**src/rtl/hidden_cpu_sequencer_pkg.sv**
```systemverilog
// Shared definitions for the hidden CPU sequencer: FSM encoding,
// instruction byte field positions and the default idle instruction.
package hidden_cpu_sequencer_pkg;

  typedef enum logic [1:0] {
    IDLE = 2'd0,
    RUN  = 2'd1,
    DONE = 2'd2
  } state_e;

  localparam int unsigned OPC_MSB   = 7;
  localparam int unsigned OPC_LSB   = 6;
  localparam int unsigned REG0_MSB  = 5;
  localparam int unsigned REG0_LSB  = 4;
  localparam int unsigned REG1_MSB  = 3;
  localparam int unsigned REG1_LSB  = 2;
  localparam int unsigned SPARE_MSB = 1;
  localparam int unsigned SPARE_LSB = 0;

  localparam logic [7:0] DEF_NOP = 8'h00;

endpackage

```
**src/rtl/hidden_cpu_sequencer_if.sv**
```systemverilog
// Host load/control and CPU-core signals of the sequencer, bundled as one port.
interface hidden_cpu_sequencer_if #(
  parameter int unsigned DEPTH = 16
);
  localparam int unsigned CNT_W = $clog2(DEPTH) + 1;

  logic             load_valid;
  logic [7:0]       load_data;
  logic             load_ready;
  logic             clear;
  logic             start;
  logic             halt;
  logic             step_mode;
  logic             step;
  logic [7:0]       core_pc;
  logic [7:0]       instr;
  logic             instr_valid;
  logic [1:0]       state;
  logic [CNT_W-1:0] count;
  logic             err;

  modport master (
    output load_valid, load_data, clear, start, halt, step_mode, step, core_pc,
    input  load_ready, instr, instr_valid, state, count, err
  );

  modport slave (
    input  load_valid, load_data, clear, start, halt, step_mode, step, core_pc,
    output load_ready, instr, instr_valid, state, count, err
  );

endinterface

```
**src/rtl/hidden_cpu_sequencer_prog_buffer.sv**
```systemverilog
// Program storage: DEPTH x 8, one write port and one registered read port.
// Contents are intentionally not reset.
module prog_buffer #(
  parameter int unsigned DEPTH  = 16,
  parameter int unsigned ADDR_W = $clog2(DEPTH)
) (
  input  logic              clk,
  input  logic              i_wr_en,
  input  logic [ADDR_W-1:0] i_wr_addr,
  input  logic [7:0]        i_wr_data,
  input  logic              i_rd_en,
  input  logic [ADDR_W-1:0] i_rd_addr,
  output logic [7:0]        o_rd_data
);

  logic [7:0] r_mem [DEPTH];
  logic [7:0] r_rd_data;

  always_ff @(posedge clk) begin
    if (i_wr_en) r_mem[i_wr_addr] <= i_wr_data;
    if (i_rd_en) r_rd_data <= r_mem[i_rd_addr];
  end

  assign o_rd_data = r_rd_data;

endmodule

```
**src/rtl/hidden_cpu_sequencer.sv**
```systemverilog
// Loads a small program from the host, then feeds it byte-by-byte to a CPU
// core addressed by the core's own program counter.
module hidden_cpu_sequencer
  import hidden_cpu_sequencer_pkg::*;
#(
  parameter int unsigned DEPTH = 16,
  parameter logic [7:0]  NOP   = DEF_NOP
) (
  input  logic                   clk,
  input  logic                   rst_n,
  hidden_cpu_sequencer_if.slave  bus
);

  localparam int unsigned ADDR_W = $clog2(DEPTH);
  localparam int unsigned CNT_W  = ADDR_W + 1;
  localparam logic [CNT_W-1:0] FULL = CNT_W'(DEPTH);

  state_e           r_state, w_state_nxt;
  logic [CNT_W-1:0] r_count, w_count_nxt;
  logic             r_err, w_err_nxt;
  logic             r_issue, w_issue;
  logic             w_wr_en;
  logic             w_pc_end;
  logic [7:0]       w_rd_data;

  // Full 8-bit compare so out-of-range PCs end the program instead of aliasing.
  assign w_pc_end = {1'b0, bus.core_pc} >= 9'(r_count);

  always_comb begin
    w_state_nxt = r_state;
    w_count_nxt = r_count;
    w_err_nxt   = r_err;
    w_wr_en     = 1'b0;
    w_issue     = 1'b0;
    case (r_state)
      IDLE: begin
        if (bus.load_valid) begin
          if (r_count != FULL) begin
            w_wr_en     = 1'b1;
            w_count_nxt = r_count + CNT_W'(1);
          end else begin
            w_err_nxt = 1'b1;
          end
        end
        if (!bus.halt) begin
          if (bus.clear) begin
            w_wr_en     = 1'b0;
            w_count_nxt = '0;
            w_err_nxt   = 1'b0;
          end else if (bus.start) begin
            if (w_count_nxt != '0) w_state_nxt = RUN;
            else                   w_err_nxt   = 1'b1;
          end
        end
      end
      RUN: begin
        if (bus.halt)       w_state_nxt = IDLE;
        else if (w_pc_end)  w_state_nxt = DONE;
        else                w_issue     = !bus.step_mode || bus.step;
      end
      DONE: begin
        if (bus.halt) begin
          w_state_nxt = IDLE;
        end else if (bus.clear) begin
          w_state_nxt = IDLE;
          w_count_nxt = '0;
          w_err_nxt   = 1'b0;
        end else if (bus.start) begin
          w_state_nxt = RUN;
        end
      end
      default: w_state_nxt = IDLE;
    endcase
  end

  always_ff @(posedge clk or negedge rst_n) begin
    if (!rst_n) begin
      r_state <= IDLE;
      r_count <= '0;
      r_err   <= 1'b0;
      r_issue <= 1'b0;
    end else begin
      r_state <= w_state_nxt;
      r_count <= w_count_nxt;
      r_err   <= w_err_nxt;
      r_issue <= w_issue;
    end
  end

  prog_buffer #(
    .DEPTH  (DEPTH),
    .ADDR_W (ADDR_W)
  ) u_prog_buffer (
    .clk       (clk),
    .i_wr_en   (w_wr_en),
    .i_wr_addr (r_count[ADDR_W-1:0]),
    .i_wr_data (bus.load_data),
    .i_rd_en   (w_issue),
    .i_rd_addr (bus.core_pc[ADDR_W-1:0]),
    .o_rd_data (w_rd_data)
  );

  // The read register itself is unreset; the reset issue flag gates it to NOP.
  assign bus.instr       = r_issue ? w_rd_data : NOP;
  assign bus.instr_valid = r_issue;
  assign bus.state       = r_state;
  assign bus.count       = r_count;
  assign bus.err         = r_err;
  assign bus.load_ready  = (r_state == IDLE) && (r_count != FULL);

endmodule

```
**src/flat_wrapper.sv**
```systemverilog
// flat-port wrapper written by rule: the top's interface ports become plain ports
module hidden_cpu_sequencer_flat import hidden_cpu_sequencer_pkg::*;
#(
  parameter int unsigned DEPTH = 16,
  parameter logic [7:0]  NOP   = DEF_NOP
)
  (clk, rst_n, bus_load_valid, bus_load_data, bus_clear, bus_start, bus_halt, bus_step_mode, bus_step, bus_core_pc, bus_load_ready, bus_instr, bus_instr_valid, bus_state, bus_count, bus_err);
  hidden_cpu_sequencer_if #(.DEPTH(DEPTH)) bus_i ();
  input  logic clk;
  input  logic rst_n;
  input wire logic [$bits(bus_i.load_valid)-1:0] bus_load_valid;
  input wire logic [$bits(bus_i.load_data)-1:0] bus_load_data;
  input wire logic [$bits(bus_i.clear)-1:0] bus_clear;
  input wire logic [$bits(bus_i.start)-1:0] bus_start;
  input wire logic [$bits(bus_i.halt)-1:0] bus_halt;
  input wire logic [$bits(bus_i.step_mode)-1:0] bus_step_mode;
  input wire logic [$bits(bus_i.step)-1:0] bus_step;
  input wire logic [$bits(bus_i.core_pc)-1:0] bus_core_pc;
  output wire logic [$bits(bus_i.load_ready)-1:0] bus_load_ready;
  output wire logic [$bits(bus_i.instr)-1:0] bus_instr;
  output wire logic [$bits(bus_i.instr_valid)-1:0] bus_instr_valid;
  output wire logic [$bits(bus_i.state)-1:0] bus_state;
  output wire logic [$bits(bus_i.count)-1:0] bus_count;
  output wire logic [$bits(bus_i.err)-1:0] bus_err;
  assign bus_i.load_valid = bus_load_valid;
  assign bus_i.load_data = bus_load_data;
  assign bus_i.clear = bus_clear;
  assign bus_i.start = bus_start;
  assign bus_i.halt = bus_halt;
  assign bus_i.step_mode = bus_step_mode;
  assign bus_i.step = bus_step;
  assign bus_i.core_pc = bus_core_pc;
  assign bus_load_ready = bus_i.load_ready;
  assign bus_instr = bus_i.instr;
  assign bus_instr_valid = bus_i.instr_valid;
  assign bus_state = bus_i.state;
  assign bus_count = bus_i.count;
  assign bus_err = bus_i.err;
  hidden_cpu_sequencer #(.DEPTH(DEPTH), .NOP(NOP)) u_core (.clk(clk), .rst_n(rst_n), .bus(bus_i));
endmodule
```
**config.mk**
```make
export PLATFORM = sky130hd
export DESIGN_NAME = hidden_cpu_sequencer_flat
export DESIGN_NICKNAME = d
export VERILOG_FILES = /design/src/rtl/hidden_cpu_sequencer_pkg.sv /design/src/rtl/hidden_cpu_sequencer_if.sv /design/src/rtl/hidden_cpu_sequencer_prog_buffer.sv /design/src/rtl/hidden_cpu_sequencer.sv /design/src/flat_wrapper.sv
export SDC_FILE = /design/constraint.sdc
export NUM_CORES = 1
export LEC_CHECK = 0
export BUFFER_PORTS_ARGS = -buffer_cell sky130_fd_sc_hd__buf_2
export CAP_MARGIN = 40
export CORE_UTILIZATION = 60
export CTS_CLUSTER_DIAMETER = 60
export DETAILED_ROUTE_END_ITERATION = 8
export PLACE_DENSITY = 0.79
export SYNTH_ARGS = -nofsm -noshare
export SYNTH_HDL_FRONTEND = slang
export SYNTH_SLANG_ARGS = --single-unit
```
**constraint.sdc**
```tcl
create_clock -name clk -period 6.8 [get_ports clk]
set_clock_uncertainty 0.15 [all_clocks]
set_input_delay 1.36 -clock clk [delete_from_list [all_inputs] [get_ports clk]]
set_output_delay 1.36 -clock clk [all_outputs]
set_load 0.005 [all_outputs]
```
==> reports/summary.txt, run 1 <==
Final setup viols: 0
Max Slew Vio Count: 0
reg-to-reg critical path endpoint: u_core.u_prog_buffer.o_rd_data[5]$_DFFE_PP_
critical path's slowest cell: dfrtp_1
Num CTS Buffers: 17
TritonCTS clock tree: done
mean post-synth cell area: 20.2 sq um
Mapped Area: 6030 sq um
Die ar.: 10,500 sq um
worst-path maximum fanout: 8
Worst path max stage delay: 0.52 ns
yosys warns: 0
peak supply drop: 185 uV
# Post-CTS Setup Buffers: 0
die extent in x: 102 um
Hold Buf Count CTS: 0
Max-slew headroom: 42.2%
hpwl dp: 7050 um
Post-synth EDFFs: 136
initial drt markers: 370
HP Class: reg2reg
clock transition at the registers of the reported paths: 0.06 ns
core region area: 9770 sq um
Seq/Total Area, Yosys: 71.4%
clk buf depth: 2
synthesis-to-layout area growth: 15.5%
Hold Fails Final Rpt: 0
routability cong.: 0.870
Worst Tran Pin Value: 0.864 ns
pwr dens: 294 nW/um^2
Skew-Pair Late Insertion Delay: 0.52 ns
R2R depth: 7
IO Count: 42
Port-buffer cells: 41
fin nets: 390
routed vias: 3,101
Total GRT Usage: 24.5%
CP startpoint: u_core.bus.count[0]$_DFFE_PN0P_
Most used DFF post-synth: edfxtp_1
final WL: 11,600 um
first-pass GRT wire length: 17,400 um
ANT cells: 0
DR vias/cell: 6.17
clock sink count: 145
number of fill cells: 597
library cells used by synthesis: 35
worst setup path endpoint: bus_load_ready
RSZ-0062 raised after global routing: no
crit-path cells: inv_1, ha_1, and4bb_2, nor3_1, buf_2
Antenna Violating Nets Remaining: 0
total power: 2050 uW
grt ovf: 0
WP data required: 5.29 ns
Clock Tree Root: clkbuf_8
Reg2Reg Setup Slack: 4.06 ns
Reg2Reg Launch Point: u_core.bus.count[2]$_DFFE_PN0P_
Max Fclk: 288 MHz
layout cells sized above 1: 26.2%
max-cap violations: 0
Pre-Repair DR Iteration Count: 5
routed len/inst: 23.0 um
htree depth: 4
net count after synthesis: 331
worst path arrival time: 1.96 ns
Leak Pwr: 0.00249 uW
pin count of the biggest net entering global routing: 34
Crit Path Class: reg2out
initial antenna violation count: 0
Critical Path Source Type: flip-flop
crit share post-route: 51.0%
outcome: finished, final reports clean
FP Rows: 36
Syn Inst Count: 298
initial core utilization: 61.7%
DRC: 0
CTS resizes: 0
number of global-route vias before repair: 3,041
fraction of registers with async set/reset: 6.21%
CP Capture Type: output pin
DIE HEIGHT: 102 um
min cycle time layout: 3.47 ns
Setup TNS: 0 ns
Yosys reg bits: 145
power breakdown:
group          internal (uW)  switching, uW  total (uW)  leakage [uW]
Combinational           74.4            109         184      0.000882
Clock                    459            370         829      0.000255
Sequential              1010           23.1        1030       0.00135
worst max-delay path, delay by kind of cell, from the launching register on:
| family | cells | cell delay [ns] |
|---|---|---|
| and+or+nand+nor | 2 | 0.41 |
| DFF | 1 | 0.52 |
| buffers and inverters | 2 | 0.28 |
| adders and majority gates | 1 | 0.23 |
cells by family after synthesis:
logic type                 Yosys count  share of synthesized area, %
and+or+nand+nor                     56                          5.14
adders and majority gates            9                          1.87
DFF                                145                          71.4
xor gates and xnor gates             3                         0.436
buffers and inverters               27                          2.28
AOI/OAI and AO/OA                   18                          2.05
muxes                               40                          16.8
layout by cell type (no fill, tap or decap), types with 2 or more instances in the layout:
cell type / netlist / layout
a31oi_1: 2 / 2
buf_4: 0 / 12
nor2_1: 10 / 10
nor3_1: 4 / 4
edfxtp_1: 136 / 136
mux4_1: 30 / 30
a21oi_1: 3 / 3
nand2b_1: 2 / 2
mux4_2: 10 / 10
o22ai_1: 2 / 2
inv_8: 0 / 3
o21ai_0: 4 / 4
and2_1: 10 / 10
nand4_1: 3 / 3
dfrtp_1: 9 / 9
inv_6: 0 / 5
xnor2_1: 3 / 3
clkinvlp_4: 0 / 4
nor4_1: 13 / 13
and3_1: 3 / 3
buf_2: 2 / 41
ha_1: 9 / 9
inv_1: 13 / 13
clkbuf_16: 0 / 16
nand2_1: 7 / 7
sequential cells by signal, summed over array words and instances, names as in the netlist:
signal and count:
u_core.bus.err 1, u_core.bus.count 5, u_core.bus.state 2, u_core.bus.instr_valid 1, u_core.u_prog_buffer.o_rd_data 8, u_core.u_prog_buffer.r_mem 128
per-stage QoR:
step           std cells  util [%]  setup slack [ns]  cell area, sq um  hold WS, ns
2_1_floorplan        298         -              3.47              6030        0.363
3_3_place_gp         469      65.5              2.67              6400        0.362
3_5_place_dp         470      65.7              2.79              6420        0.383
4_1_cts              502      71.2              3.28              6960        0.397
5_1_grt              503      71.3              3.23              6970        0.411
6_report             503      71.3              3.33              6970        0.401
synth_stat cells (all sizes together), types with 2 or more instances:
cell	n	share of area [%]
a21oi	3	0.25
nand4	3	0.31
o22ai	2	0.21
buf	8	1.1
inv	13	0.81
mux4	40	17
nor2	10	0.62
nand2b	2	0.21
dfrtp	9	3.7
edfxtp	136	68
nand2	7	0.44
o21ai	4	0.33
clkbuf	6	0.37
xnor2	3	0.44
nor3	4	0.33
and2	10	1.0
ha	9	1.9
nor4	13	1.3
a31oi	2	0.21
and3	3	0.31
layout make-up:
cell class	instances	area (sq um)	share of cell area [%]
repair buffers	54	315	4.53
flip-flops and latches	145	4310	61.9
clock buffers	17	414	5.95
multi-input cells	126	1590	22.8
well taps	133	166	2.39
inverters	13	48.8	0.701
clock inverters	15	125	1.80
routing by layer:
layer  wire length, um  track usage, %  vias to the layer above
met4               146            7.25                        0
met2              5830            38.5                      122
met5                 0               0                        -
met3               747            8.34                       13
met1              4840            32.9                     1583
li1                  -               -                     1383
how the worst min path moves through the flow:
stage | to | startpoint | slack (ns) | depth (start not counted)
5_1_grt | u_core.bus.err$_DFFE_PN0P_ | u_core.bus.err$_DFFE_PN0P_ | 0.41 | 2
4_1_cts | u_core.bus.err$_DFFE_PN0P_ | u_core.bus.err$_DFFE_PN0P_ | 0.40 | 2
3_5_place_dp | u_core.bus.err$_DFFE_PN0P_ | u_core.bus.err$_DFFE_PN0P_ | 0.38 | 2
6_report | u_core.bus.err$_DFFE_PN0P_ | u_core.bus.err$_DFFE_PN0P_ | 0.40 | 2
3_3_place_gp | u_core.bus.err$_DFFE_PN0P_ | u_core.bus.err$_DFFE_PN0P_ | 0.36 | 2
2_1_floorplan | u_core.bus.err$_DFFE_PN0P_ | u_core.bus.err$_DFFE_PN0P_ | 0.36 | 2
No activity file was read; power rests on OpenSTA's default activity.
==> inputs of run 2 (changes only) <==
==> constraint.sdc (replaced) <==
create_clock -name clk -period 3.2 [get_ports clk]
set_clock_uncertainty 0.15 [all_clocks]
set_input_delay 0.64 -clock clk [delete_from_list [all_inputs] [get_ports clk]]
set_output_delay 0.64 -clock clk [all_outputs]
set_load 0.005 [all_outputs]
==> run 2 against run 1 <==
Register-to-register slack worse by 3.5 ns. Final cell count up 1.8%. Largest cell class unchanged. Combinational power up 120%.
==> reports/summary.txt, run 2 (synthesized netlist as in run 1, its figures left out) <==
pwr dens: 677 nW/um^2
Num CTS Buffers: 17
Final setup viols: 0
Skew-Pair Late Insertion Delay: 0.51 ns
core region area: 9770 sq um
met3 Use GR: 7.52%
total power: 4860 uW
RSZ-0062 raised after global routing: no
Worst Tran Pin Value: 0.563 ns
Setup TNS: 0 ns
WHS: 0.178 ns
DIE HEIGHT: 102 um
Reg area: 4310 sq um
min cycle time layout: 2.76 ns
hpwl dp: 7660 um
worst-path maximum fanout: 8
routed len/inst: 26.3 um
clk buf depth: 2
CP Capture Type: output pin
Largest Register: u_core.u_prog_buffer.r_mem
routability cong.: 0.849
initial antenna violation count: 1
crit-path cells: inv_1, ha_1, and4bb_2, nor3_1, buf_2
number of fill cells: 549
fin nets: 400
max-cap violations: 0
HP Class: in2reg
commonest cells after routing, fill and taps aside: 136 x edfxtp_1, 41 x buf_2, 30 x mux4_1
layout cells sized above 1: 27.7%
number of global-route vias before repair: 3,261
critical path's slowest cell: dfrtp_1
Crit Path Class: reg2out
Hold Fails Final Rpt: 0
Max Fclk: 362 MHz
synthesis-to-layout area growth: 19.0%
Worst path max stage delay: 0.52 ns
first-pass GRT wire length: 19,800 um
Max-slew headroom: 62.4%
Layout Utilization: 73.5%
Total GRT Usage: 28.5%
DR vias/cell: 6.43
R2R depth: 7
pin count of the biggest net entering global routing: 21
DRC: 0
Die ar.: 10,500 sq um
clock sink count: 145
clock transition at the registers of the reported paths: 0.06 ns
Critical Path Source Type: flip-flop
Pre-Repair DR Iteration Count: 5
TritonCTS clock tree: done
max FFs per register: 128
initial core utilization: 61.7%
footprint of the multi-input gates: 1590 sq um
Antenna Violating Nets Remaining: 0
crit share post-route: 86.3%
htree depth: 4
grt ovf: 0
final WL: 13,500 um
hold depth: 2
routed vias: 3,291
Max Slew Vio Count: 0
GR peak layer: met2
FP Rows: 36
commonest non-fill, non-tap cell in the layout: edfxtp_1
peak supply drop: 447 uV
GR met1 Demand/Resource: 37.9%
Port-buffer cells: 41
Clock Tree Root: clkbuf_8
initial drt markers: 357
ANT cells: 0
IO Count: 42
die extent in x: 102 um
Leak Pwr: 0.00261 uW
worst path arrival time: 1.97 ns
WP data required: 2.41 ns
GR Util met2: 45.3%
outcome: finished, final reports clean
[run 2: cell count changes in the layout (fill, tap and decap cells not counted), sizes merged]
cell | previous run | this run
clkinvlp | 4 | 0
inv | 21 | 14
buf | 54 | 63
dlygate4sd3 | 0 | 1
clkinv | 3 | 5
bufinv | 0 | 7
clkbuf | 17 | 18
[run 2: what timing repair did]
action,CTS,global route
hold buffers,1,0
gates resized for setup,0,0
endpoints found under the hold margin,9,0
setup buffers,0,0
[run 2: metal layers]
layer / wire (um) / vias to the layer above
li1: - / 1393
met1: 5220 / 1684
met2: 6800 / 176
met3: 1020 / 38
met4: 430 / 0
met5: 0 / -
[run 2: worst max-delay path, delay by kind of cell (launching register included)]
| family | cells | cell delay (ns) |
|---|---|---|
| adders and majority gates | 1 | 0.23 |
| DFF | 1 | 0.52 |
| buffers and inverters | 2 | 0.30 |
| and+or+nand+nor | 2 | 0.41 |
[run 2: final cells by class]
cell class | instances | area share (%)
Timing Repair Buffer | 64 | 5.47
Clock inverter | 13 | 3.61
Inverter | 13 | 0.680
Multi-Input combinational cell | 126 | 22.1
Tap cell | 133 | 2.32
Sequential cell | 145 | 60.0
Clock buffer | 18 | 5.82
[run 2: per-stage QoR]
step                instances  area (sq um)  worst slack, ns
finish                    512          7180            0.437
global placement          480          6490            0.551
global route              512          7180            0.250
detailed placement        480          6490            0.573
floorplan                 298          6030            0.590
CTS                       512          7180            0.459
[run 2: report_power, final]
part | internal (uW) | switching (uW) | leakage (uW)
Clock | 1500 | 747 | 0.000329
Sequential | 2150 | 49.4 | 0.00135
Combinational | 166 | 245 | 0.000931
Total | 3820 | 1040 | 0.00261
[run 2: path summary, 6_finish.rpt]
check                                                start                                          end  slack, ns
min in group asynchronous                            rst_n              u_core.bus.count[4]$_DFFE_PN0P_       0.37
setup reg to reg           u_core.bus.count[2]$_DFFE_PN0P_  u_core.u_prog_buffer.o_rd_data[2]$_DFFE_PP_       0.54
hold / removal                                    bus_halt              u_core.bus.state[1]$_DFFE_PN0P_       0.18
setup / recovery           u_core.bus.count[0]$_DFFE_PN0P_                               bus_load_ready       0.44
max in group asynchronous                            rst_n              u_core.bus.count[3]$_DFFE_PN0P_       2.33
hold reg to reg                 u_core.bus.err$_DFFE_PN0P_                   u_core.bus.err$_DFFE_PN0P_       0.39
==> inputs of run 3 (changes only) <==
--- a/config.mk
+++ b/config.mk
@@ -7,10 +7,9 @@
 export LEC_CHECK = 0
 export BUFFER_PORTS_ARGS = -buffer_cell sky130_fd_sc_hd__buf_2
 export CAP_MARGIN = 40
-export CORE_UTILIZATION = 60
+export CORE_UTILIZATION = 38
 export CTS_CLUSTER_DIAMETER = 60
 export DETAILED_ROUTE_END_ITERATION = 8
-export PLACE_DENSITY = 0.79
 export SYNTH_ARGS = -nofsm -noshare
 export SYNTH_HDL_FRONTEND = slang
 export SYNTH_SLANG_ARGS = --single-unit
==> run 3 against run 2 <==
Critical path depth unchanged. Register-to-register slack improved by 0.17 ns. Combinational power rose by 5.4%. Global-route usage is 12 points lower. Total power is 8.7% lower. Non-clock buffer count up 3.
==> reports/summary.txt, run 3 (synthesized netlist as in run 1, its figures left out) <==
outcome: finished, final reports clean
initial core utilization: 39.3%
HP Class: in2reg
critical path's slowest cell: dfrtp_1
commonest non-fill, non-tap cell in the layout: edfxtp_1
worst-path maximum fanout: 6
footprint of the multi-input gates: 1660 sq um
number of global-route vias before repair: 3,146
hold endpoint: u_core.bus.state[1]$_DFFE_PN0P_
clk buf depth: 2
WP data required: 2.41 ns
final WL: 12,700 um
Max Fclk: 392 MHz
share of power burned in registers: 49.2%
max-cap violations: 0
crit-path leading delay family: flip-flops
Total GRT Usage: 16.9%
Worst path max stage delay: 0.44 ns
Worst Tran Pin Value: 0.612 ns
DRC: 0
hold depth: 2
first-pass GRT wire length: 19,200 um
routed vias: 3,113
CP bufs+invs: 2
max FFs per register: 128
commonest cells after routing, fill and taps aside: 136 x edfxtp_1, 41 x buf_2, 30 x mux4_1
R2R depth: 5
FP Rows: 45
Hold Buf Count CTS: 1
CTS resizes: 0
# Post-CTS Setup Buffers: 0
Clock Tree Root: clkbuf_16
Max Slew Vio Count: 0
pwr dens: 613 nW/um^2
Num CTS Buffers: 17
dpl ws: 0.364 ns
reg-to-reg critical path endpoint: u_core.u_prog_buffer.r_mem[4][6]$_DFFE_PP_
Max-slew headroom: 59.2%
Cell Count, Final, Fillers Out: 595
routed len/inst: 21.3 um
internal power: 3340 uW
peak supply drop: 443 uV
placed cell count: 561
clock transition at the registers of the reported paths: 0.06 ns
Die ar.: 16,400 sq um
initial antenna violation count: 2
WHS: 0.274 ns
Worst Hold Launch: bus_halt
fin nets: 403
Setup TNS: 0 ns
htree depth: 4
initial drt markers: 281
Largest Register: u_core.u_prog_buffer.r_mem
DR vias/cell: 5.23
crit-path cells: inv_1, ha_1, and4bb_2, nor3_1, buf_2
Skew-Pair Late Insertion Delay: 0.42 ns
die extent in x: 128 um
CP Capture Type: output pin
Antenna Violating Nets Remaining: 0
min cycle time layout: 2.55 ns
Crit Path Class: reg2out
core region area: 15,400 sq um
pin count of the biggest net entering global routing: 17
Reg2Reg Setup Slack: 0.71 ns
switching power: 1100 uW
DIE HEIGHT: 128 um
Pre-Repair DR Iteration Count: 4
Critical Path Source Type: flip-flop
crit share post-route: 79.6%
IO Count: 42
Hold Fails Final Rpt: 0
synthesis-to-layout area growth: 19.9%
Final setup viols: 0
grt ovf: 0
RSZ-0062 raised after global routing: no
switching share of power: 24.7%
TritonCTS clock tree: done
hpwl dp: 8310 um
Clock power frac: 41.0%
combinational power share: 9.8%
worst path arrival time: 1.76 ns
Port-buffer cells: 41
number of fill cells: 1,279
Leak Pwr: 0.00256 uW
layout cells sized above 1: 31.1%
post-route setup slack: 0.652 ns
clock sink count: 145
Reg2Reg Launch Point: u_core.bus.count[1]$_DFFE_PN0P_
routability cong.: 0.782
Reg area: 4310 sq um
## run 3: worst reg2reg max path: stages, from the launching register on
cell and delay, ns:
dfrtp_1 0.44, inv_1 0.14, ha_1 0.22, and4bb_2 0.28
nor3_1 0.27, and3_1 0.61
## run 3: final cells by class
cell class | count | share of cell area [%]
antenna | 1 | 0.0346
clock buffer | 18 | 5.93
clock inverter | 14 | 1.66
inverter | 13 | 0.675
multi-input combinational | 126 | 22.9
sequential | 145 | 59.6
tap | 211 | 3.65
timing repair buffer | 67 | 5.57
## run 3: power groups by stage
stage | combinational [uW] | clock (uW) | sequential (uW)
after floorplan | 253 | 0 | 2220
after global placement | 424 | 0 | 2220
after detailed placement | 433 | 0 | 2220
after CTS | 437 | 1840 | 2180
after global routing | 472 | 1930 | 2190
final | 433 | 1820 | 2180
## run 3: worst max-delay path by stage
stage | startpoint | end | slack [ns] | depth (start not counted)
2_1_floorplan | bus_core_pc[0] | u_core.u_prog_buffer.o_rd_data[0]$_DFFE_PP_ | 0.59 | 8
3_3_place_gp | bus_core_pc[0] | u_core.u_prog_buffer.o_rd_data[2]$_DFFE_PP_ | 0.41 | 4
3_5_place_dp | bus_core_pc[0] | u_core.u_prog_buffer.o_rd_data[3]$_DFFE_PP_ | 0.36 | 4
4_1_cts | u_core.bus.count[1]$_DFFE_PN0P_ | bus_load_ready | 0.63 | 5
5_1_grt | u_core.bus.count[1]$_DFFE_PN0P_ | bus_load_ready | 0.46 | 5
6_report | u_core.bus.count[1]$_DFFE_PN0P_ | bus_load_ready | 0.65 | 5
## run 3: per-stage QoR
stage / utilization [%] / power, uW / area, sq um
floorplan: - / 2470 / 6030
global placement: 43.4 / 2650 / 6670
detailed placement: 43.4 / 2660 / 6670
CTS: 47.0 / 4470 / 7230
finish: 47.0 / 4440 / 7230
global route: 47.0 / 4600 / 7230
## run 3: layer usage
metal | up-vias | global-route usage (%) | share of wire [%]
li1 | 1407 | - | -
met1 | 1605 | 22.1 | 44
met2 | 86 | 27.5 | 50
met3 | 13 | 4.47 | 4.6
met4 | 2 | 5.47 | 1.0
met5 | - | 0 | 0.087
